File: src/rtl/mips_pkg.sv
// Shared definitions for the multi-cycle MIPS core: opcodes, funct codes,
// control FSM states and ALU operations.
package mips_pkg;

  localparam int unsigned XLEN = 32;

  // Primary opcodes (IR[31:26])
  localparam logic [5:0] OP_RTYPE = 6'h00;
  localparam logic [5:0] OP_J     = 6'h02;
  localparam logic [5:0] OP_BEQ   = 6'h04;
  localparam logic [5:0] OP_ADDI  = 6'h08;
  localparam logic [5:0] OP_LUI   = 6'h0F;
  localparam logic [5:0] OP_LW    = 6'h23;
  localparam logic [5:0] OP_SW    = 6'h2B;

  // R-type funct codes (IR[5:0])
  localparam logic [5:0] FN_SLL = 6'h00;
  localparam logic [5:0] FN_SRL = 6'h02;
  localparam logic [5:0] FN_ADD = 6'h20;
  localparam logic [5:0] FN_SUB = 6'h22;
  localparam logic [5:0] FN_AND = 6'h24;
  localparam logic [5:0] FN_OR  = 6'h25;
  localparam logic [5:0] FN_SLT = 6'h2A;

  typedef enum logic [2:0] {
    FETCH,
    DECODE,
    EXEC,
    MEM,
    WB,
    HALT
  } state_t;

  typedef enum logic [2:0] {
    ALU_ADD,
    ALU_SUB,
    ALU_AND,
    ALU_OR,
    ALU_SLT,
    ALU_LUI,
    ALU_SLL,
    ALU_SRL
  } alu_op_t;

  function automatic logic [XLEN-1:0] sext16(input logic [15:0] imm);
    return {{16{imm[15]}}, imm};
  endfunction

endpackage

File: src/rtl/mips_regfile.sv
// Architectural register file: NUM_REGS entries, two asynchronous read ports,
// one synchronous write port. $0 reads zero; out-of-range indices read zero
// and writes to them are dropped.
// Ports:
//   i_clk, i_rst_n          clock, async active-low reset (clears all entries)
//   i_raddr_a/o_rdata_a     read port A
//   i_raddr_b/o_rdata_b     read port B
//   i_we, i_waddr, i_wdata  write port, commits on rising edge
module mips_regfile
  import mips_pkg::*;
#(
  parameter int unsigned NUM_REGS = 32
) (
  input  logic            i_clk,
  input  logic            i_rst_n,
  input  logic [4:0]      i_raddr_a,
  output logic [XLEN-1:0] o_rdata_a,
  input  logic [4:0]      i_raddr_b,
  output logic [XLEN-1:0] o_rdata_b,
  input  logic            i_we,
  input  logic [4:0]      i_waddr,
  input  logic [XLEN-1:0] i_wdata
);

  localparam int unsigned AW    = $clog2(NUM_REGS);
  localparam logic [5:0]  LIMIT = 6'(NUM_REGS);

  logic [XLEN-1:0] r_regs [NUM_REGS];
  logic            w_rd_a_ok;
  logic            w_rd_b_ok;
  logic            w_wr_ok;

  // Index 0 and indices beyond the implemented depth are not backed by storage
  assign w_rd_a_ok = (i_raddr_a != 5'd0) && ({1'b0, i_raddr_a} < LIMIT);
  assign w_rd_b_ok = (i_raddr_b != 5'd0) && ({1'b0, i_raddr_b} < LIMIT);
  assign w_wr_ok   = (i_waddr   != 5'd0) && ({1'b0, i_waddr}   < LIMIT);

  assign o_rdata_a = w_rd_a_ok ? r_regs[i_raddr_a[AW-1:0]] : '0;
  assign o_rdata_b = w_rd_b_ok ? r_regs[i_raddr_b[AW-1:0]] : '0;

  always_ff @(posedge i_clk or negedge i_rst_n) begin
    if (!i_rst_n) begin
      for (int unsigned i = 0; i < NUM_REGS; i++) begin
        r_regs[i] <= '0;
      end
    end else if (i_we && w_wr_ok) begin
      r_regs[i_waddr[AW-1:0]] <= i_wdata;
    end
  end

endmodule

File: src/rtl/mips_multicycle_core.sv
// Multi-cycle MIPS core: FETCH/DECODE/EXEC/MEM/WB control FSM sharing one
// request/ready memory port for instruction fetch and data access.
// Optional macro MIPS_MC_SHIFT_EN adds sll/srl (funct 00/02); otherwise
// those encodings halt the core.
// Ports:
//   clock, reset_n                 clock, async active-low reset
//   mem_req/mem_we/mem_addr/
//   mem_wdata/mem_ready/mem_rdata  memory port (handshake = req && ready)
//   halted                         core is in HALT
//   pc_out, instr_out, alu_result,
//   zero_flag, reg_write_data,
//   reg_write_en                   debug observation
module mips_multicycle_core
  import mips_pkg::*;
#(
  parameter logic [31:0] RESET_PC = 32'h0000_0000,
  parameter int unsigned NUM_REGS = 32
) (
  input  logic        clock,
  input  logic        reset_n,
  output logic        mem_req,
  output logic        mem_we,
  output logic [31:0] mem_addr,
  output logic [31:0] mem_wdata,
  input  logic        mem_ready,
  input  logic [31:0] mem_rdata,
  output logic        halted,
  output logic [31:0] pc_out,
  output logic [31:0] instr_out,
  output logic [31:0] alu_result,
  output logic        zero_flag,
  output logic [31:0] reg_write_data,
  output logic        reg_write_en
);

  state_t          r_state;
  state_t          w_state_nx;
  logic [XLEN-1:0] r_pc;
  logic [XLEN-1:0] r_ir;
  logic [XLEN-1:0] r_a;
  logic [XLEN-1:0] r_b;
  logic [XLEN-1:0] r_alu;
  logic [XLEN-1:0] r_wdata;
  logic            r_wen;
  logic [4:0]      r_wdest;

  logic [5:0]      w_opcode;
  logic [5:0]      w_funct;
  logic [XLEN-1:0] w_imm_sext;
  logic [XLEN-1:0] w_rs_data;
  logic [XLEN-1:0] w_rt_data;
  logic [XLEN-1:0] w_opb;
  logic [XLEN-1:0] w_alu_y;
  alu_op_t         w_alu_op;
  logic            w_use_imm;
  logic            w_legal;
  logic [4:0]      w_dest;
  logic            w_is_j;
  logic            w_is_beq;
  logic            w_is_lw;
  logic            w_is_sw;
  logic            w_hs;

  assign w_opcode   = r_ir[31:26];
  assign w_funct    = r_ir[5:0];
  assign w_imm_sext = sext16(r_ir[15:0]);
  assign w_is_j     = (w_opcode == OP_J);
  assign w_is_beq   = (w_opcode == OP_BEQ);
  assign w_is_lw    = (w_opcode == OP_LW);
  assign w_is_sw    = (w_opcode == OP_SW);
  assign w_hs       = mem_req && mem_ready;

  mips_regfile #(
    .NUM_REGS (NUM_REGS)
  ) u_regfile (
    .i_clk     (clock),
    .i_rst_n   (reset_n),
    .i_raddr_a (r_ir[25:21]),
    .o_rdata_a (w_rs_data),
    .i_raddr_b (r_ir[20:16]),
    .o_rdata_b (w_rt_data),
    .i_we      (r_wen),
    .i_waddr   (r_wdest),
    .i_wdata   (r_wdata)
  );

  // Instruction decode: legality, ALU operation, operand source, destination
  always_comb begin
    w_alu_op  = ALU_ADD;
    w_use_imm = 1'b0;
    w_legal   = 1'b0;
    w_dest    = r_ir[20:16];
    case (w_opcode)
      OP_RTYPE: begin
        w_dest = r_ir[15:11];
        case (w_funct)
          FN_ADD: begin w_legal = 1'b1; w_alu_op = ALU_ADD; end
          FN_SUB: begin w_legal = 1'b1; w_alu_op = ALU_SUB; end
          FN_AND: begin w_legal = 1'b1; w_alu_op = ALU_AND; end
          FN_OR:  begin w_legal = 1'b1; w_alu_op = ALU_OR;  end
          FN_SLT: begin w_legal = 1'b1; w_alu_op = ALU_SLT; end
`ifdef MIPS_MC_SHIFT_EN
          FN_SLL: begin w_legal = 1'b1; w_alu_op = ALU_SLL; end
          FN_SRL: begin w_legal = 1'b1; w_alu_op = ALU_SRL; end
`else
          FN_SLL, FN_SRL: w_legal = 1'b0;
`endif
          default: w_legal = 1'b0;
        endcase
      end
      OP_ADDI:      begin w_legal = 1'b1; w_use_imm = 1'b1; w_alu_op = ALU_ADD; end
      OP_LUI:       begin w_legal = 1'b1; w_alu_op = ALU_LUI; end
      OP_LW, OP_SW: begin w_legal = 1'b1; w_use_imm = 1'b1; w_alu_op = ALU_ADD; end
      OP_BEQ:       begin w_legal = 1'b1; w_alu_op = ALU_SUB; end
      OP_J:         w_legal = 1'b1;
      default:      w_legal = 1'b0;
    endcase
  end

  // ALU; shifts act on rt by shamt
  assign w_opb = w_use_imm ? w_imm_sext : r_b;

  always_comb begin
    w_alu_y = '0;
    case (w_alu_op)
      ALU_ADD: w_alu_y = r_a + w_opb;
      ALU_SUB: w_alu_y = r_a - w_opb;
      ALU_AND: w_alu_y = r_a & w_opb;
      ALU_OR:  w_alu_y = r_a | w_opb;
      ALU_SLT: w_alu_y = {31'd0, $signed(r_a) < $signed(w_opb)};
      ALU_LUI: w_alu_y = {r_ir[15:0], 16'h0000};
      ALU_SLL: w_alu_y = r_b << r_ir[10:6];
      ALU_SRL: w_alu_y = r_b >> r_ir[10:6];
      default: w_alu_y = '0;
    endcase
  end

  // Control FSM state register
  always_ff @(posedge clock or negedge reset_n) begin
    if (!reset_n) begin
      r_state <= FETCH;
    end else begin
      r_state <= w_state_nx;
    end
  end

  // Next state and memory-port drive; request is gated by reset so it drops
  // the moment reset is asserted, even mid-handshake
  always_comb begin
    w_state_nx = r_state;
    mem_req    = 1'b0;
    mem_we     = 1'b0;
    mem_addr   = {r_pc[31:2], 2'b00};
    case (r_state)
      FETCH: begin
        mem_req = reset_n;
        if (mem_ready) w_state_nx = DECODE;
      end
      DECODE: begin
        if (!w_legal)    w_state_nx = HALT;
        else if (w_is_j) w_state_nx = FETCH;
        else             w_state_nx = EXEC;
      end
      EXEC: begin
        if (w_is_beq)                w_state_nx = FETCH;
        else if (w_is_lw || w_is_sw) w_state_nx = MEM;
        else                         w_state_nx = WB;
      end
      MEM: begin
        mem_req  = reset_n;
        mem_we   = reset_n && w_is_sw;
        mem_addr = {r_alu[31:2], 2'b00};
        if (mem_ready) w_state_nx = w_is_lw ? WB : FETCH;
      end
      WB:      w_state_nx = FETCH;
      HALT:    w_state_nx = HALT;
      default: w_state_nx = HALT;
    endcase
  end

  // Datapath registers; r_wen is raised for exactly the WB cycle
  always_ff @(posedge clock or negedge reset_n) begin
    if (!reset_n) begin
      r_pc    <= RESET_PC;
      r_ir    <= '0;
      r_a     <= '0;
      r_b     <= '0;
      r_alu   <= '0;
      r_wdata <= '0;
      r_wen   <= 1'b0;
      r_wdest <= '0;
    end else begin
      r_wen <= 1'b0;
      case (r_state)
        FETCH: begin
          if (w_hs) begin
            r_ir <= mem_rdata;
            r_pc <= r_pc + 32'd4;
          end
        end
        DECODE: begin
          r_a <= w_rs_data;
          r_b <= w_rt_data;
          if (w_legal && w_is_j) r_pc <= {r_pc[31:28], r_ir[25:0], 2'b00};
        end
        EXEC: begin
          r_alu <= w_alu_y;
          if (w_is_beq && (r_a == r_b)) r_pc <= r_pc + {w_imm_sext[29:0], 2'b00};
          if (w_state_nx == WB) begin
            r_wen   <= 1'b1;
            r_wdata <= w_alu_y;
            r_wdest <= w_dest;
          end
        end
        MEM: begin
          if (w_hs && w_is_lw) begin
            r_wen   <= 1'b1;
            r_wdata <= mem_rdata;
            r_wdest <= w_dest;
          end
        end
        default: ;
      endcase
    end
  end

  assign mem_wdata      = r_b;
  assign halted         = (r_state == HALT);
  assign pc_out         = r_pc;
  assign instr_out      = r_ir;
  assign alu_result     = r_alu;
  assign zero_flag      = (r_alu == '0);
  assign reg_write_data = r_wdata;
  assign reg_write_en   = r_wen;

endmodule

File: config.mk
export PLATFORM = sky130hd
export DESIGN_NAME = mips_multicycle_core
export DESIGN_NICKNAME = d
export VERILOG_FILES = /design/src/rtl/mips_pkg.sv /design/src/rtl/mips_regfile.sv /design/src/rtl/mips_multicycle_core.sv
export SDC_FILE = /design/constraint.sdc
export NUM_CORES = 2
export LEC_CHECK = 0
export CORE_ASPECT_RATIO = 1.25
export CORE_MARGIN = 4
export CORE_UTILIZATION = 65
export DETAILED_ROUTE_END_ITERATION = 10
export GPL_TIMING_DRIVEN = 0
export PLACE_DENSITY = 0.84
export SLEW_MARGIN = 20
export SYNTH_ARGS = -nofsm -noshare
export SYNTH_HDL_FRONTEND = slang
export SYNTH_HIERARCHICAL = 1
export SYNTH_SLANG_ARGS = --single-unit
File: constraint.sdc
create_clock -name clock -period 11.92 [get_ports clock]
set_input_delay 1.192 -clock clock [delete_from_list [all_inputs] [get_ports clock]]
set_output_delay 1.192 -clock clock [all_outputs]
set_load 0.005 [all_outputs]
==> Word-level counts from Yosys, hierarchy flattened <==
Cells that the tools add are included.
{ "word_totals": {"in_bits": 35, "word_cells": 158, "output_inout_bits": 197, "register_bits": 1225} }
{ "op_classes": {"n_lt_le_gt_ge": 5, "addsub": 4, "shift": 2, "reduce_logical": 26, "n_mux": 43, "eq_ne": 30, "bitwise_logic": 6} }
{ "ops": {"columns": ["op", "n"], "rows": [
  ["$bwmux 1024", 1],
  ["$mux 32", 13],
  ["$bmux 32 s5", 2],
  ["$pmux 32 s8", 1],
  ["$demux 32 s5", 1],
  ["$pmux 32 s3", 1],
  ["$add 32x32->32", 2],
  ["$pmux 32 s2", 1],
  ["$eq 6x6->1 const B", 7],
  ["$add 32x3->32 const B", 1],
  ["$and 32x32->32", 1],
  ["$eq 32x32->1", 1],
  ["$logic_not 32->1", 1],
  ["$lt 32x32->1", 1],
  ["$or 32x32->32", 1],
  ["$shl 32x5->32", 1],
  ["$shr 32x5->32", 1],
  ["$sub 32x32->32", 1],
  ["$mux 28", 1],
  ["$eq 3x3->1 const B", 7],
  ["$ge 6x6->1 const B", 3],
  ["$mux 3", 6],
  ["$not 5->6", 3],
  ["$mux 5", 3],
  ["29 further kinds", 55]
]} }

==> Depth between registers and ports, before layout <==
{ "logic_depth": {"ltp_word": 9, "mapped_depth": 22, "mapped_depth_nobuf": 17} }

==> By module <==
The synthesis kept the hierarchy.
{ "by_module_without_submodules": {"columns": ["module", "cells_each", "instances", "seq_area_each_um2", "area_per_inst_um2"], "rows": [
  ["mips_regfile", 3613, 1, 25624.6, 54900.2],
  ["mips_multicycle_core", 1995, 1, 4979.8, 15715.1]
]} }

==> Worst setup path before layout <==
No wires, ideal clock.
{ "synth_timing": {"kind": "register -> register", "from": "register r_ir[27] (netlist: instr_out[27])", "to": "register r_alu[31] (netlist: alu_result[31])", "path_slack_ns": 7.342, "required_ns": 11.791, "setup_time_ns": 0.129, "period_less_slack_ns": 4.578, "stages_incl_launch_ff": 23, "n_path_buf": 5, "arrival_ns": 4.449, "cell_sequence": "dfrtp_1 -> clkbuf_1 -> nor3_1 -> nand2_1 -> a211o_1 -> clkbuf_1 -> or2_2 -> clkbuf_1 -> clkbuf_1 -> nand2_1 -> inv_1 -> ha_1 -> clkbuf_1 -> nor4_1 -> and2_1 -> a21boi_0 -> a221oi_2 -> nor2_1 -> nor4b_1 -> nor2_1 -> a2111o_1 -> a32oi_1 -> o21ai_1"} }
{ "synth_between": {"elab_chain_cells": 6, "word_cells_on_any_way": 23, "cone_classes": "2 x add/sub; 12 x eq/ne; 4 x mux; 2 x bitwise; 3 x reduce/logical"} }
{ "synth_rtl": {"columns": ["item", "line_no", "text"], "rows": [
  ["start: declaration", "mips_multicycle_core.sv:39", "logic [XLEN-1:0] r_ir;"],
  ["start signal: assignment", "mips_multicycle_core.sv:197", "r_ir <= mem_rdata;"],
  ["$eq 6x6->1 or $eq 6x4->1 (tied branches)", "mips_multicycle_core.sv:93", "case (w_opcode)"],
  ["$reduce_or 3->1 (no source line)", null, null],
  ["$mux 1", "mips_multicycle_core.sv:93", null],
  ["$mux 32", "mips_multicycle_core.sv:121", "assign w_opb = w_use_imm ? w_imm_sext : r_b;"],
  ["$sub 32x32->32 (tied with other cells)", "mips_multicycle_core.sv:127", "ALU_SUB: w_alu_y = r_a - w_opb;"],
  ["$pmux 32 s8 (*)", "mips_multicycle_core.sv:125", "case (w_alu_op)"],
  ["end signal: assignment", "mips_multicycle_core.sv:207", "r_alu <= w_alu_y;"],
  ["end: declaration", "mips_multicycle_core.sv:42", "logic [XLEN-1:0] r_alu;"]
]} }
Mark *: on every way between the ends. The rest lies on a longest branch, timed or not.
A chain may end at the register's enable or synchronous reset.

==> Final worst setup path <==
{ "layout_timing": {"from": "register r_ir[27] (netlist: instr_out[27])", "to": "register r_alu[29] (netlist: alu_result[29])"} }
The elaborated chain is that of the path after synthesis.

==> impl_metrics.ini <==
[run_status]
status = finished, violations left
violations = max-capacitance violations, max-slew violations

[routing]
antenna_left = 0
drt_iter0_markers = 9195
wirelength_um = 294000
drc_errors = 0
via_per_inst = 7.73
wl_per_cell_um = 39.2
num_vias = 58100
drtPass1Iterations = 10

[timing]
max_slew_margin_pct = -4.43
rsz0062_at_grt = false
finalHoldViolCount = 0
fin_crit_ns = 7.30
fmax_ghz = 0.137
fin_setup_tns_ns = 0
slew_viol_final = 2
fin_crit_sh_pct = 61.3
whs_ns = 0.328
finalClockSkew_ns = 0.0468
tightest_slew_ns = 1.56
setup_viol = 0

[clock_network]
clockBufferDepth = 3
cts_buffers = 117
cts_tree = built
root_buffer = clkbuf_16
cts.sinks = 1223
cts_hold_buf = 0
cts_resized = 0
clkTransAtPathRegs_ns = 0.07
htreeDepth = 3
clk_latency_ns = 0.80
post_cts_buffers = 0

[finish]
final_cell_mix = dfrtp_1 (1223), mux2_2 (1067), mux4_2 (448)
area_growth_pct = 11.8
layout_commonest_cell = dfrtp_1
drive_gt1_share_pct = 33.9
nNetsFinal = 6133
fin_area_um2 = 78900

[power_and_ir_drop]
p_leak_nw = 35.4
p_sw_w = 0.00185
switching_share_pct = 22.8
power_w = 0.00811
p_clk_share_pct = 46.5
vdd_ir_drop_max_mv = 0.131
p_per_area_nw_per_um2 = 103
comb_power_share_pct = 2.0
seq_power_share_pct = 51.5
internal_power_w = 0.00626

[setup_path]
slowest_stage = a21oi_1
crit_top_cell = clkbuf_1
worstPathRequired_ns = 12.53
arrival_ns = 7.92
cp_max_fo = 10
worst_path_largest_cell_delay_ns = 0.86
cp-start-kind = flop
critPathKind = reg -> reg
crit_chain = clkbuf_1 > nor3_1 > nand2_1 > a211o_1 > clkbuf_1 > clkbuf_1 > clkbuf_1 > nand2_1 > nand2_1 > inv_1 > ha_1 > clkbuf_1 > nor4_1 > and2_1 > a21boi_0 > a221oi_2 > nor2_1 > nor4b_1 > nor2_1 > a211o_1 > a21oi_1 > o21ai_0
end_kind = flop

[logic_synthesis]
yosysWarnings = 6
syn-cell-area_um2 = 70600
synth_top_family_by_area = multiplexers
synth.area.mux_share_pct = 34.0
synth_xor_area_share_pct = 0.707
synth_edf_count = 0
avgSynthCellArea_um2 = 12.6
netlist_instances = 5608
synth.distinct_cells = 98
postSynth.asyncResetShare_pct = 100
synth_fa_ha_area_share_pct = 2.32
yosysSeqAreaShare_pct = 43.3
dominantRegCellSynth = dfrtp_1
ys_seq_elements = 1223
synthSimpleGateAreaFrac_pct = 5.86
synth-compound-area-share_pct = 9.06

[placement]
port_buffers = 227
dpl.hpwl_um = 209000
dpl-instance-area_um2 = 75100
place.gp.congestion = 1.07

[global_route]
grt_pass1_vias = 57600
grt_use_total_pct = 51.8
grt_overflow = 0
antenna_found_initial = 22
grt_pass1_wl_um = 416000
grt_max_degree = 158

[die]
rows = 134
ios = 232
core_area_um2 = 107000
dieHeight_um = 377
start_util_pct = 65.8
chipWidth_um = 303
die_area_um2 = 114000

[hold_path]
hold_path.class = in -> async

[flow_run]
maxCapViolations = 1
[routing by layer]
layer	track usage [%]	part of all wire, %
met3	23.3	15
met5	0.850	0.088
met1	58.0	31
met2	73.9	42
met4	47.5	13
[synthesized netlist by cell type (85+ instances only)]
master	number	area [um^2]
dfrtp_1	1223	30600
mux2_2	1067	12000
mux4_2	448	10100
nand2_1	432	1620
clkbuf_1	264	991
nor2_1	190	713
a21oi_1	170	851
o21ai_0	135	676
mux2i_1	134	1340
buf_2	132	661
ha_1	126	1580
o21ai_1	113	566
inv_1	107	402
a211oi_1	85	638
[critical path: cells and delay by family (launching register included)]
family	cells	cell delay, ns
buf+inv	6	2.56
compound gates	6	2.05
simple gates	9	1.85
flops	1	0.34
fa+ha+maj	1	0.28
[final timing paths]
path,startpoint,endpoint,slack [ns],depth (start not counted)
worst max-delay path,instr_out[27],alu_result[29],4.62,22
worst min-delay path,reset_n,u_regfile/r_regs[252],0.33,1
worst max register to register,instr_out[27],alu_result[29],4.62,22
worst min register to register,u_regfile/r_regs[1012],u_regfile/r_regs[1012],0.48,1
max in group asynchronous,reset_n,u_regfile/r_regs[560],8.39,6
min in group clock,u_regfile/r_regs[1012],u_regfile/r_regs[1012],0.48,1
[cell type report]
class,instances,area [um^2]
multi-input combinational,3737,36800
sequential,1223,30600
fill,7059,28400
clock buffer,159,3280
buffer,542,2960
timing repair buffer,239,2580
tap,1428,1790
clock inverter,50,487
inverter,109,409
antenna,22,55.1
[metrics by stage]
step / utilization (%) / std cells / worst slack, ns
2_1_floorplan: - / 5611 / 7.34
3_3_place_gp: 69.6 / 7266 / -44.33
3_5_place_dp: 70.0 / 7278 / 5.21
4_1_cts: 73.5 / 7487 / 5.18
5_1_grt: 73.5 / 7489 / 4.49
6_report: 73.6 / 7509 / 4.62
[power groups by stage]
| stage | sequential [W] | combinational, W | clock [W] |
|---|---|---|---|
| after global routing | 0.00417 | 0.000180 | 0.00393 |
| after detailed placement | 0.00425 | 0.000163 | 0 |
| after CTS | 0.00418 | 0.000164 | 0.00375 |
| after global placement | 0.00428 | 0.000149 | 0 |
| final | 0.00418 | 0.000163 | 0.00377 |
| after floorplan | 0.00424 | 0.0000276 | 0 |
[flip-flops by register name, indices dropped and copies added, names as in the netlist, 3 cells and up]
| name | cells |
|---|---|
| u_regfile/r_regs | 1024 |
| r_a | 32 |
| r_state | 3 |
| pc_out | 30 |
| alu_result | 32 |
| instr_out | 32 |
| r_wdest | 5 |
| mem_wdata | 32 |
| reg_write_data | 32 |
[logic make-up after synthesis]
| logic type | count (synthesis) |
|---|---|
| other cells | 1 |
| mux | 1696 |
| flops | 1223 |
| compound gates | 944 |
| simple gates | 907 |
| xor+xnor | 57 |
| fa+ha+maj | 129 |
| buf+inv | 651 |
(Power assumes the default switching activity.)
